File: src/rtl/m_fetch_queue.sv
// m_fetch_queue: instruction prefetch queue between the 1-cycle synchronous imem and decode.
// Ports:
//   w_clk, w_rst          clock, asynchronous active-high reset
//   w_redirect(_pc)       flush the queue and refetch from w_redirect_pc
//   w_halt                stop issuing fetches; queued entries keep draining
//   r_imem_addr           registered fetch PC driven to the memory
//   w_imem_dout           memory word, valid the cycle after its address
//   w_deq_*               head entry over a valid/ready handshake (NOP/zeros when empty)
//   w_count               occupied entries
// Optional feature: define PREDECODE_EN to store a branch bit per entry and compute the
// head branch target; otherwise w_deq_br and w_deq_tpc are constant 0.
module m_fetch_queue #(
  parameter int DEPTH = 4,
  parameter int AW = 11,
  parameter logic [AW-1:0] RESET_PC = '0
) (
  input  logic          w_clk,
  input  logic          w_rst,
  input  logic          w_redirect,
  input  logic [AW-1:0] w_redirect_pc,
  input  logic          w_halt,
  output logic [AW-1:0] r_imem_addr,
  input  logic [31:0]   w_imem_dout,
  input  logic          w_deq_ready,
  output logic          w_deq_valid,
  output logic [31:0]   w_deq_ir,
  output logic [AW-1:0] w_deq_pc,
  output logic [AW-1:0] w_deq_pc4,
  output logic          w_deq_br,
  output logic [AW-1:0] w_deq_tpc,
  output logic [4:0]    w_count
);
  localparam int PW = $clog2(DEPTH);
  logic [PW-1:0] rd_ptr, wr_ptr;
  logic [4:0] count;
  logic inflight;
  logic [AW-1:0] r_ifpc;
  logic [31:0] q_ir [DEPTH];
  logic [AW-1:0] q_pc [DEPTH];
  logic pop, push, issue;
  assign w_count = count;
  assign w_deq_valid = count != 5'd0;
  assign pop = w_deq_valid & w_deq_ready;
  assign push = inflight & ~w_redirect;
  // Credit check counts the word already in flight so a capture can never overflow.
  assign issue = ~w_rst & ~w_redirect & ~w_halt &
                 (({1'b0, count} + 6'(inflight) - 6'(pop)) < 6'(DEPTH));
  assign w_deq_ir = w_deq_valid ? q_ir[rd_ptr] : 32'h20;
  assign w_deq_pc = w_deq_valid ? q_pc[rd_ptr] : '0;
  assign w_deq_pc4 = w_deq_valid ? q_pc[rd_ptr] + AW'(1) : '0;
  always_ff @(posedge w_clk or posedge w_rst) begin
    if (w_rst) begin
      r_imem_addr <= RESET_PC;
      r_ifpc <= '0;
      inflight <= 1'b0;
      count <= '0;
      rd_ptr <= '0;
      wr_ptr <= '0;
    end else if (w_redirect) begin
      r_imem_addr <= w_redirect_pc;
      inflight <= 1'b0;
      count <= '0;
      rd_ptr <= '0;
      wr_ptr <= '0;
    end else begin
      inflight <= issue;
      if (issue) begin
        r_imem_addr <= r_imem_addr + AW'(1);
        r_ifpc <= r_imem_addr;
      end
      if (push) wr_ptr <= wr_ptr + PW'(1);
      if (pop) rd_ptr <= rd_ptr + PW'(1);
      count <= count + 5'(push) - 5'(pop);
    end
  end
  always_ff @(posedge w_clk) begin
    if (push) begin
      q_ir[wr_ptr] <= w_imem_dout;
      q_pc[wr_ptr] <= r_ifpc;
    end
  end
`ifdef PREDECODE_EN
  logic q_br [DEPTH];
  always_ff @(posedge w_clk) begin
    if (push) q_br[wr_ptr] <= (w_imem_dout[31:26] == 6'h4) || (w_imem_dout[31:26] == 6'h5);
  end
  assign w_deq_br = w_deq_valid & q_br[rd_ptr];
  assign w_deq_tpc = w_deq_valid ? w_deq_pc4 + AW'(w_deq_ir[10:0]) : '0;
`else
  assign w_deq_br = 1'b0;
  assign w_deq_tpc = '0;
`endif
`ifdef IVERILOG
  always @(posedge w_clk) begin
    if (!w_rst && push) assert (count < 5'(DEPTH));
  end
`endif
endmodule

File: config.mk
export PLATFORM = sky130hd
export DESIGN_NAME = m_fetch_queue
export DESIGN_NICKNAME = d
export VERILOG_FILES = /design/src/rtl/m_fetch_queue.sv
export SDC_FILE = /design/constraint.sdc
export NUM_CORES = 1
export LEC_CHECK = 0
export CAP_MARGIN = 40
export CORE_MARGIN = 8
export CORE_UTILIZATION = 54
export DETAILED_ROUTE_END_ITERATION = 6
export PLACE_DENSITY = 0.8
export SYNTH_ARGS = -nofsm -noshare
export SYNTH_HDL_FRONTEND = slang
export SYNTH_SLANG_ARGS = --single-unit
File: constraint.sdc
create_clock -name w_clk -period 4.9 [get_ports w_clk]
set_input_delay 0.735 -clock w_clk [delete_from_list [all_inputs] [get_ports w_clk]]
set_output_delay 0.735 -clock w_clk [all_outputs]
set_load 0.03 [all_outputs]
Word-level counts from Yosys, hierarchy flattened
Memory sizes are Yosys's and may differ from the RTL's.
Index checks and enable logic that the tools add are counted.
- add/subtract/negate cells: 8
- magnitude comparators: 1
- mux-type cells: 13
- bitwise logic cells: 8
- reduce and logical (&&, ||, !) cells: 5
- operators with widths (cell ; number):
    11-bit two-way mux ; 4
    32-bit two-way mux ; 1
    11-bit by 1-bit adder with 11-bit output (second input constant) ; 2
    2-bit two-way mux ; 4
    5-bit by 1-bit adder with 6-bit output ; 1
    6-bit by 3-bit < comparator with 1-bit output (second input constant) ; 1
    2-bit nonzero test ; 3
    6-bit by 1-bit subtractor with 6-bit output ; 1
    5-bit by 1-bit adder with 5-bit output ; 1
    1-bit bitwise AND ; 5
    5-bit two-way mux ; 1
    5-bit nonzero test ; 1
    5-bit by 1-bit subtractor with 5-bit output ; 1
    2-bit by 1-bit adder with 2-bit output (second input constant) ; 2
    1-bit two-way mux ; 3
    1-bit inverter ; 3
    2-bit AND reduction ; 1
- flip-flop bits (word level): 32
- bits in writable memories: 172
- output and inout port bits: 83
- word-level logic and storage cells: 43
- memories kept: 2
- memory list (name ; depth ; width ; rd ports ; clocked after Yosys merged registers in ; write ports ; RTL line ; RTL):
    q_ir ; 4 ; 32 ; 1 ; 0 ; 1 ; 38 ; logic [31:0] q_ir [DEPTH];
    q_pc ; 4 ; 11 ; 1 ; 0 ; 1 ; 39 ; logic [AW-1:0] q_pc [DEPTH];

Longest topological paths before layout
Gate-level depths: netlist (run 1).
- word-level depth: 7
- depth in mapped cells: 15

Worst setup path before layout (run 1)
No wires, ideal clock.
- kind: flip-flop to flip-flop
- start point: register count[2], in the netlist w_count[2]
- end point: register r_imem_addr[10]
- arrival time: 3738 ps
- required time: 4774 ps
- slack: 1036 ps
- cell stages (with the launch flop): 15
- period minus slack after synthesis: 3864 ps
- path through: dfrtp_1 inv_1 ha_1 nor4b_2 inv_1 nand2_1 inv_1 ha_1 inv_1 ha_1 and3b_1 or3_1 a221oi_4 mux2_2 a221o_1
- longest elaborated chain between the ends: 6
- ends and longest elaborated chain (element ; RTL line ; RTL):
    start, declared ; 35 ; logic [4:0] count;
    start signal, assigned ; 73 ; count <= count + 5'(push) - 5'(pop);
    5-bit nonzero test ; 42 ; assign w_deq_valid = count != 5'd0;
    named net w_deq_valid ; 25 ; output logic w_deq_valid,
    1-bit bitwise AND ; 43 ; assign pop = w_deq_valid & w_deq_ready;
    6-bit by 1-bit subtractor with 6-bit output ; 47 ; (({1'b0, count} + 6'(inflight) - 6'(pop)) < 6'(DEPTH));
    6-bit by 3-bit < comparator with 1-bit output ; 47 ;
    1-bit bitwise AND ; 46 ; assign issue = ~w_rst & ~w_redirect & ~w_halt &
    2-bit nonzero test (no source line) ; -- ;
    end signal, assigned ; 60 ; r_imem_addr <= w_redirect_pc;
    end signal, assigned ; 68 ; r_imem_addr <= r_imem_addr + AW'(1);
    end, declared ; 22 ; output logic [AW-1:0] r_imem_addr,
The timed path passes the listed nets, and every way through them passes these cells.
A chain may end at the register's enable or synchronous reset.

Final worst setup path (run 1)
- start point: register rd_ptr[0]
- end point: output w_deq_pc4[9]
- longest elaborated chain between the ends: 3
- ends and longest elaborated chain (element ; RTL line ; RTL):
    start, declared ; 34 ; logic [PW-1:0] rd_ptr, wr_ptr;
    start signal, assigned ; 72 ; if (pop) rd_ptr <= rd_ptr + PW'(1);
    memory 4 x 11 bit ; -- ;
    11-bit by 1-bit adder with 11-bit output ; 50 ; assign w_deq_pc4 = w_deq_valid ? q_pc[rd_ptr] + AW'(1) : '0;
    11-bit two-way mux ; 50 ;
    end, declared ; 28 ; output logic [AW-1:0] w_deq_pc4,
Every way passes these cells.

==> summary.md, run 1 <==
| Metric | Value |
|---|---|
| Kind of critical path | `reg -> out` |
| Internal cell power | `4.05 mW` |
| Syn Inst Count | `487` |
| Run status | `complete, no violations` |
| Yosys reg bits | `204` |
| Cts bufs inserted | `21` |
| Combinational power share | `37.8%` |
| Worst-margin pin slew | `719 ps` |
| Leak Pwr | `3.74 nW` |
| Number of H-tree levels | `1` |
| Worst slew margin | `52.1%` |
| Part of the power in the clock network | `27.0%` |
| Mean Syn Cell Area | `17.6 µm²` |
| Max FO, Critical Path | `31` |
| Initial antenna violation count | `0` |
| Setup-failing EPs final | `0` |
| Post-cts sizing count | `0` |
| TNS Setup | `0 ps` |
| Max VDD drop | `532 µV` |
| Via count | `4624` |
| Die Y | `142 µm` |
| First-pass GRT wire length | `26700 µm` |
| Worst-path clk slew | `60 ps` |
| I/O pins | `131` |
| Number of DRC markers in iteration 0 | `366` |
| Worst-skew pair later-pin latency | `480 ps` |
| Vias in the first global route | `4977` |
| Worst setup SP type | `flop` |
| Layout cell share with drive strength beyond 1 | `17.8%` |
| GRT overflow | `0` |
| Seq/Total Area, Yosys | `69.4%` |
| Worst hold margin | `512 ps` |
| P per Cell Area | `572 nW/µm²` |
| DRT Pass-1 Iters | `6` |
| Final period util | `81.9%` |
| Clock period minus worst slack | `4020 ps` |
| Yosys warns | `0` |
| Crit path largest cell delay | `840 ps` |
| RSZ-0062 raised after global routing | `no` |
| Fin Clk Skew | `14.9 ps` |
| Net Sw Frac | `33.8%` |
| Crit path required time | `4160 ps` |
| Largest net degree at the start of global routing | `55` |
| Crit path DAT | `3280 ps` |
| Pins Over Slew Limit | `0` |
| DRC | `0` |
| Port Buffers | `118` |
| MaxCap Viol Count | `0` |
| CP bufs+invs | `1` |
| Final #Nets | `679` |
| Hold-fix buffers, CTS | `0` |
| Detailed Place HPWL | `10700 µm` |
| Max clock buf depth | `3` |
| Post-route cell area | `10700 µm²` |
| Placed Area | `9990 µm²` |
| Initial Utilization | `54.7%` |
| Core area | `15700 µm²` |
| CTS tree | `built` |
| Site Rows | `46` |
| DR WL/cell | `19.9 µm` |
| Layout Area Growth over Synthesis | `24.7%` |
| Sink Count | `204` |
| Root Driver | `clkbuf_16` |
| P_sw | `2.07 mW` |
| Synthesized area | `8590 µm²` |
| Routability Congestion | `0.824` |
| Final hold vios | `0` |
| DRT antenna net count | `0` |
| Hold WC Path Type | `reg -> reg` |
| All-layer global routing usage | `16.8%` |
| CP top delay family | `flip-flops` |
| Routed wire length | `16800 µm` |
| Crit-path slowest cell | `dfrtp_4` |
| Crit. End Element | `output port` |
| Critical path cell sequence | `mux4_2, and4_1, nand3_1, xor2_1, nor2_1, clkdlybuf4s50_1` |
| DR vias/cell | `5.47` |
| Netlist cell types | `41` |
| Width of the chip | `142 µm` |
| Die area | `20200 µm²` |
| Post-CTS Setup Bufs | `0` |
| Sequential fraction of design power | `35.2%` |
| N_diodes | `0` |
| Fmax | `0.249 GHz` |
[per-layer routing]
metal | vias to the layer above | routed length, µm | track usage, %
met1 | 2349 | 7090 | 21.4
li1 | 2103 | - | -
met4 | 0 | 271 | 4.24
met2 | 148 | 8290 | 28.8
met3 | 24 | 1180 | 3.66
met5 | - | 0 | 0
[sequential cells by signal, indices dropped and copies added, names as in the netlist]
| register | cells |
|---|---|
| inflight | 1 |
| q_ir | 128 |
| q_pc | 44 |
| r_ifpc | 11 |
| r_imem_addr | 11 |
| rd_ptr | 2 |
| w_count | 5 |
| wr_ptr | 2 |
[final timing paths]
kind	slack, ps	startpoint	to	cells after the start
worst min-delay path	510	r_ifpc[1]	q_pc[0][1]	0
worst min register to register	510	r_ifpc[1]	q_pc[0][1]	0
worst max-delay path	880	rd_ptr[0]	w_deq_pc4[9]	6
max in group asynchronous	3740	w_rst	rd_ptr[0]	3
worst max register to register	1100	w_count[2]	r_imem_addr[5]	15
min in group asynchronous	520	w_rst	w_count[4]	2
[per-stage QoR]
| stage | total power [mW] | setup slack (ps) | std cells | utilization (%) |
|---|---|---|---|---|
| after floorplan | 3.64 | 1040 | 498 | - |
| after global placement | 4.49 | 1020 | 809 | 63.6 |
| after detailed placement | 4.52 | 847 | 809 | 63.6 |
| after CTS | 6.18 | 783 | 846 | 68.2 |
| after global routing | 6.39 | 675 | 846 | 68.2 |
| final | 6.12 | 885 | 846 | 68.2 |
[cells in the final DEF, fill, tap and decap left out, types with 12 or more instances in the layout]
cell type	Yosys	layout
clkbuf_16	0	21
clkdlybuf4s50_1	0	118
conb_1	1	12
dfrtp_1	32	30
edfxtp_1	172	172
ha_1	14	14
inv_1	18	18
mux2_2	17	17
mux4_2	43	43
nor2_1	23	23
nor2b_1	45	45
[kinds of logic after synthesis]
group                      share of synthesized area [%]
DFF                                                 69.4
and+or+nand+nor                                     7.52
muxes                                               13.7
buffers and inverters                               3.01
AOI/OAI and AO/OA                                   2.24
xor gates and xnor gates                            1.73
adders and majority gates                           2.27
other                                             0.0437
[layout make-up]
type / count / area (µm²)
sequential: 204 / 5970
tap: 216 / 270
inverter: 18 / 67.6
fill: 1028 / 5000
clock inverter: 10 / 156
timing repair buffer: 128 / 1260
multi-input combinational: 243 / 2420
clock buffer: 27 / 568
[cell usage after synthesis]
| cell | number | area share [%] |
|---|---|---|
| a31o_2 | 1 | 0.10 |
| conb_1 | 1 | 0.044 |
| nand3_1 | 6 | 0.35 |
| a31oi_1 | 1 | 0.073 |
| buf_6 | 1 | 0.13 |
| xnor2_1 | 6 | 0.61 |
| edfxtp_1 | 172 | 60 |
| or3_1 | 2 | 0.15 |
| mux4_2 | 43 | 11 |
| a221oi_4 | 1 | 0.31 |
| or2_2 | 1 | 0.073 |
| buf_4 | 14 | 1.2 |
| a311o_1 | 1 | 0.12 |
| xor2_1 | 11 | 1.1 |
| dfrtp_1 | 32 | 9.3 |
| mux2i_1 | 2 | 0.23 |
| nand2b_1 | 2 | 0.15 |
| nand4_1 | 5 | 0.36 |
| a32oi_1 | 5 | 0.51 |
| nor2_1 | 23 | 1.0 |
| and4_1 | 1 | 0.10 |
| or3b_4 | 1 | 0.13 |
| nor3_1 | 1 | 0.058 |
| ha_1 | 14 | 2.0 |
| and3_1 | 12 | 0.87 |
| nor4b_2 | 1 | 0.17 |
| fa_1 | 1 | 0.23 |
| a221o_1 | 3 | 0.35 |
| nor2b_1 | 45 | 3.3 |
| and3b_1 | 2 | 0.20 |
| inv_1 | 18 | 0.79 |
| a21oi_1 | 3 | 0.17 |
| and2_1 | 3 | 0.22 |
| a21o_1 | 1 | 0.087 |
| clkbuf_1 | 10 | 0.44 |
| buf_1 | 2 | 0.087 |
| nor3b_1 | 2 | 0.17 |
| nand2_1 | 5 | 0.22 |
| o21ai_0 | 9 | 0.52 |
| mux2_2 | 17 | 2.2 |
| buf_2 | 6 | 0.35 |
[worst reg2reg max path: stages (launching register included)]
cell	delay (ps)
dfrtp_1	400
inv_1	90
ha_1	150
nor4b_4	200
inv_1	120
nand2_1	150
inv_1	70
ha_1	180
inv_1	70
ha_1	220
and3b_1	160
or3_1	350
a221oi_4	640
buf_4	370
mux2_2	360
o21ai_0	180
[power by group through the flow]
| stage | registers (mW) | clock network, mW | logic, mW |
|---|---|---|---|
| floorplan | 2.13 | 0 | 1.51 |
| detailed placement | 2.19 | 0 | 2.33 |
| finish | 2.15 | 1.65 | 2.31 |
| global placement | 2.18 | 0 | 2.31 |
| CTS | 2.16 | 1.68 | 2.34 |
| global route | 2.18 | 1.76 | 2.46 |
(Power assumes the default switching activity.)
==> run 2, diff against run 1 <==
==> constraint.sdc (replaced) <==
create_clock -name w_clk -period 4.09 [get_ports w_clk]
set_input_delay 0.6135 -clock w_clk [delete_from_list [all_inputs] [get_ports w_clk]]
set_output_delay 0.6135 -clock w_clk [all_outputs]
set_load 0.03 [all_outputs]
==> summary.md, run 2 (same netlist as run 1, synthesis figures left out) <==
| Metric | Value |
|---|---|
| Run status | `complete, no violations` |
| DR WL/cell | `20.7 µm (+4.3%)` |
| Met3 WL post-DR | `1210 µm (+3.0%)` |
| Clock period minus worst slack | `3640 ps` |
| First-pass GRT wire length | `27800 µm (+4.1%)` |
| MaxCap Viol Count | `0 (unchanged)` |
| Largest net degree at the start of global routing | `55 (unchanged)` |
| All-layer global routing usage | `17.7% (+0.90 points)` |
| Width of the chip | `142 µm (unchanged)` |
| Part of the power in the clock network | `24.8% (-2.2 points)` |
| Layout cell share with drive strength beyond 1 | `18.0% (+0.23 points)` |
| Combinational power share | `39.7% (+1.9 points)` |
| Port Buffers | `118 (unchanged)` |
| Max FFs per register | `128 (unchanged)` |
| Routability Congestion | `0.801 (-2.8%)` |
| Met2 Wirelength | `8840 µm (+6.6%)` |
| Fmax | `0.275 GHz` |
| Most frequent cells in the layout | `edfxtp_1 (172), clkdlybuf4s50_1 (118), nor2b_1 (45)` |
| Max clock buf depth | `3 (unchanged)` |
| WL met1 | `7270 µm (+2.5%)` |
| Final period util | `88.9%` |
| Hold WC Path Type | `in -> async` |
| Via count | `4669 (+0.97%)` |
| Die area | `20200 µm² (unchanged)` |
| Detailed Place HPWL | `11600 µm (+8.2%)` |
| Post-cts sizing count | `0 (unchanged)` |
| CTS tree | `built` |
| Kind of critical path | `reg -> out` |
| Leak Pwr | `3.73 nW (-0.27%)` |
| Post-CTS Setup Bufs | `0 (unchanged)` |
| Crit path DAT | `3020 ps (-260 ps)` |
| Final hold vios | `0 (unchanged)` |
| Net Sw Frac | `34.5% (+0.71 points)` |
| TNS Setup | `0 ps (unchanged)` |
| Top flop regs | `q_ir x128, q_pc x44` |
| Commonest non-fill, non-tap cell in the layout | `edfxtp_1` |
| Critical path origin | `rd_ptr[0]` |
| Final #Nets | `682 (+0.44%)` |
| Cts bufs inserted | `21 (unchanged)` |
| Crit path required time | `3480 ps (-680 ps)` |
| Initial Utilization | `54.7% (unchanged)` |
| Total power | `7.14 mW (+17%)` |
| DRC | `0 (unchanged)` |
| N_diodes | `0 (unchanged)` |
| Register-to-Register Path Depth | `15 (unchanged)` |
| Layout Area Growth over Synthesis | `24.3%` |
| R2R Path Start | `w_count[3]` |
| Sink Count | `204 (unchanged)` |
| Worst slew margin | `57.8% (+5.7 points)` |
| Core area | `15700 µm² (unchanged)` |
| DRT antenna net count | `0 (unchanged)` |
| Hold-fix buffers, CTS | `0 (unchanged)` |
| Sequential fraction of design power | `35.5% (+0.3 points)` |
| Routed wire length | `17600 µm (+4.6%)` |
| GRT overflow | `0 (unchanged)` |
| P per Cell Area | `668 nW/µm² (+17%)` |
| RSZ-0062 raised after global routing | `no` |
| DRT Pass-1 Iters | `4 (-2)` |
| Crit Reg-Reg Endpoint | `r_imem_addr[5]` |
| Worst-path clk slew | `60 ps (about the same)` |
| Internal cell power | `4.67 mW (+15%)` |
| Worst-skew pair later-pin latency | `480 ps (about the same)` |
| Setup-failing EPs final | `0 (unchanged)` |
| I/O pins | `131 (unchanged)` |
| Number of DRC markers in iteration 0 | `297 (-19%)` |
| Worst setup SP type | `flop` |
| Worst-margin pin slew | `633 ps (-85.5 ps)` |
| Max layer used | `met4` |
| Vias in the first global route | `5044 (+1.3%)` |
| Die Y | `142 µm (unchanged)` |
| Max VDD drop | `725 µV (+36%)` |
| Max FO, Critical Path | `16 (-48%)` |
| DR vias/cell | `5.50 (+0.62%)` |
| Site Rows | `46 (unchanged)` |
| Crit. End Element | `output port` |
| Initial antenna violation count | `0 (unchanged)` |
| Pins Over Slew Limit | `0 (unchanged)` |
| Number of H-tree levels | `1 (unchanged)` |
| Biggest register | `q_ir` |
| P_sw | `2.46 mW (+19%)` |
| Fin Clk Skew | `5.89 ps (-8.99 ps)` |
| CP endpoint | `w_deq_pc4[10]` |
| Root Driver | `clkbuf_16` |
| R2R Setup Slk | `640 ps (-460 ps)` |
## run 2: changes by cell type in the layout (fill, tap and decap cells not counted)
| cell | previous run | this run |
|---|---|---|
| clkinv_1 | 2 | 1 |
| clkinv_2 | 2 | 5 |
| inv_8 | 1 | 0 |
| buf_12 | 0 | 3 |
| clkbuf_4 | 0 | 2 |
| clkinvlp_4 | 1 | 0 |
| clkbuf_8 | 2 | 1 |
| clkbuf_1 | 4 | 6 |
| bufinv_16 | 4 | 1 |
## run 2: layout make-up
class / instances / area [µm²]
sequential: 204 / 5970
timing repair buffer: 131 / 1320
inverter: 18 / 67.6
fill: 1035 / 5030
clock inverter: 7 / 58.8
multi-input combinational: 243 / 2420
tap: 216 / 270
clock buffer: 30 / 577
## run 2: metal layers
metal / track usage, % / vias to the layer above
met5: 0 / -
met4: 4.75 / 0
met3: 4.09 / 26
met2: 31.1 / 154
met1: 21.6 / 2370
li1: - / 2119
## run 2: how the worst min path moves through the flow
stage	from	endpoint	slack, ps
after floorplan	r_ifpc[0]	q_pc[0][0]	470
after detailed placement	r_ifpc[1]	q_pc[1][1]	510
final	w_rst	w_count[3]	390
after global placement	r_ifpc[8]	q_pc[2][8]	490
after global routing	w_rst	w_count[3]	420
after CTS	w_rst	w_count[3]	380
## run 2: per-stage QoR
step	area [µm²]	hold WS [ps]	util, %	worst slack [ps]	cells
3_5_place_dp	10000	505	63.9	540	812
3_3_place_gp	10000	490	63.9	627	812
4_1_cts	10700	384	68.0	367	849
2_1_floorplan	8630	472	-	226	498
5_1_grt	10700	423	68.0	270	849
6_report	10700	391	68.0	453	849
## run 2: power by group through the flow
stage	combinational (mW)	sequential, mW	clock [mW]
5_1_grt	3.02	2.56	1.88
6_report	2.83	2.53	1.77
2_1_floorplan	1.81	2.55	0
3_5_place_dp	2.86	2.58	0
3_3_place_gp	2.81	2.57	0
4_1_cts	2.88	2.54	1.80
## run 2: worst max-delay path: stages, from the launching register on
cell and delay, ps:
dfrtp_4 610, buf_4 380, mux4_2 590, xor2_1 160, nor2_1 100, clkdlybuf4s50_1 690
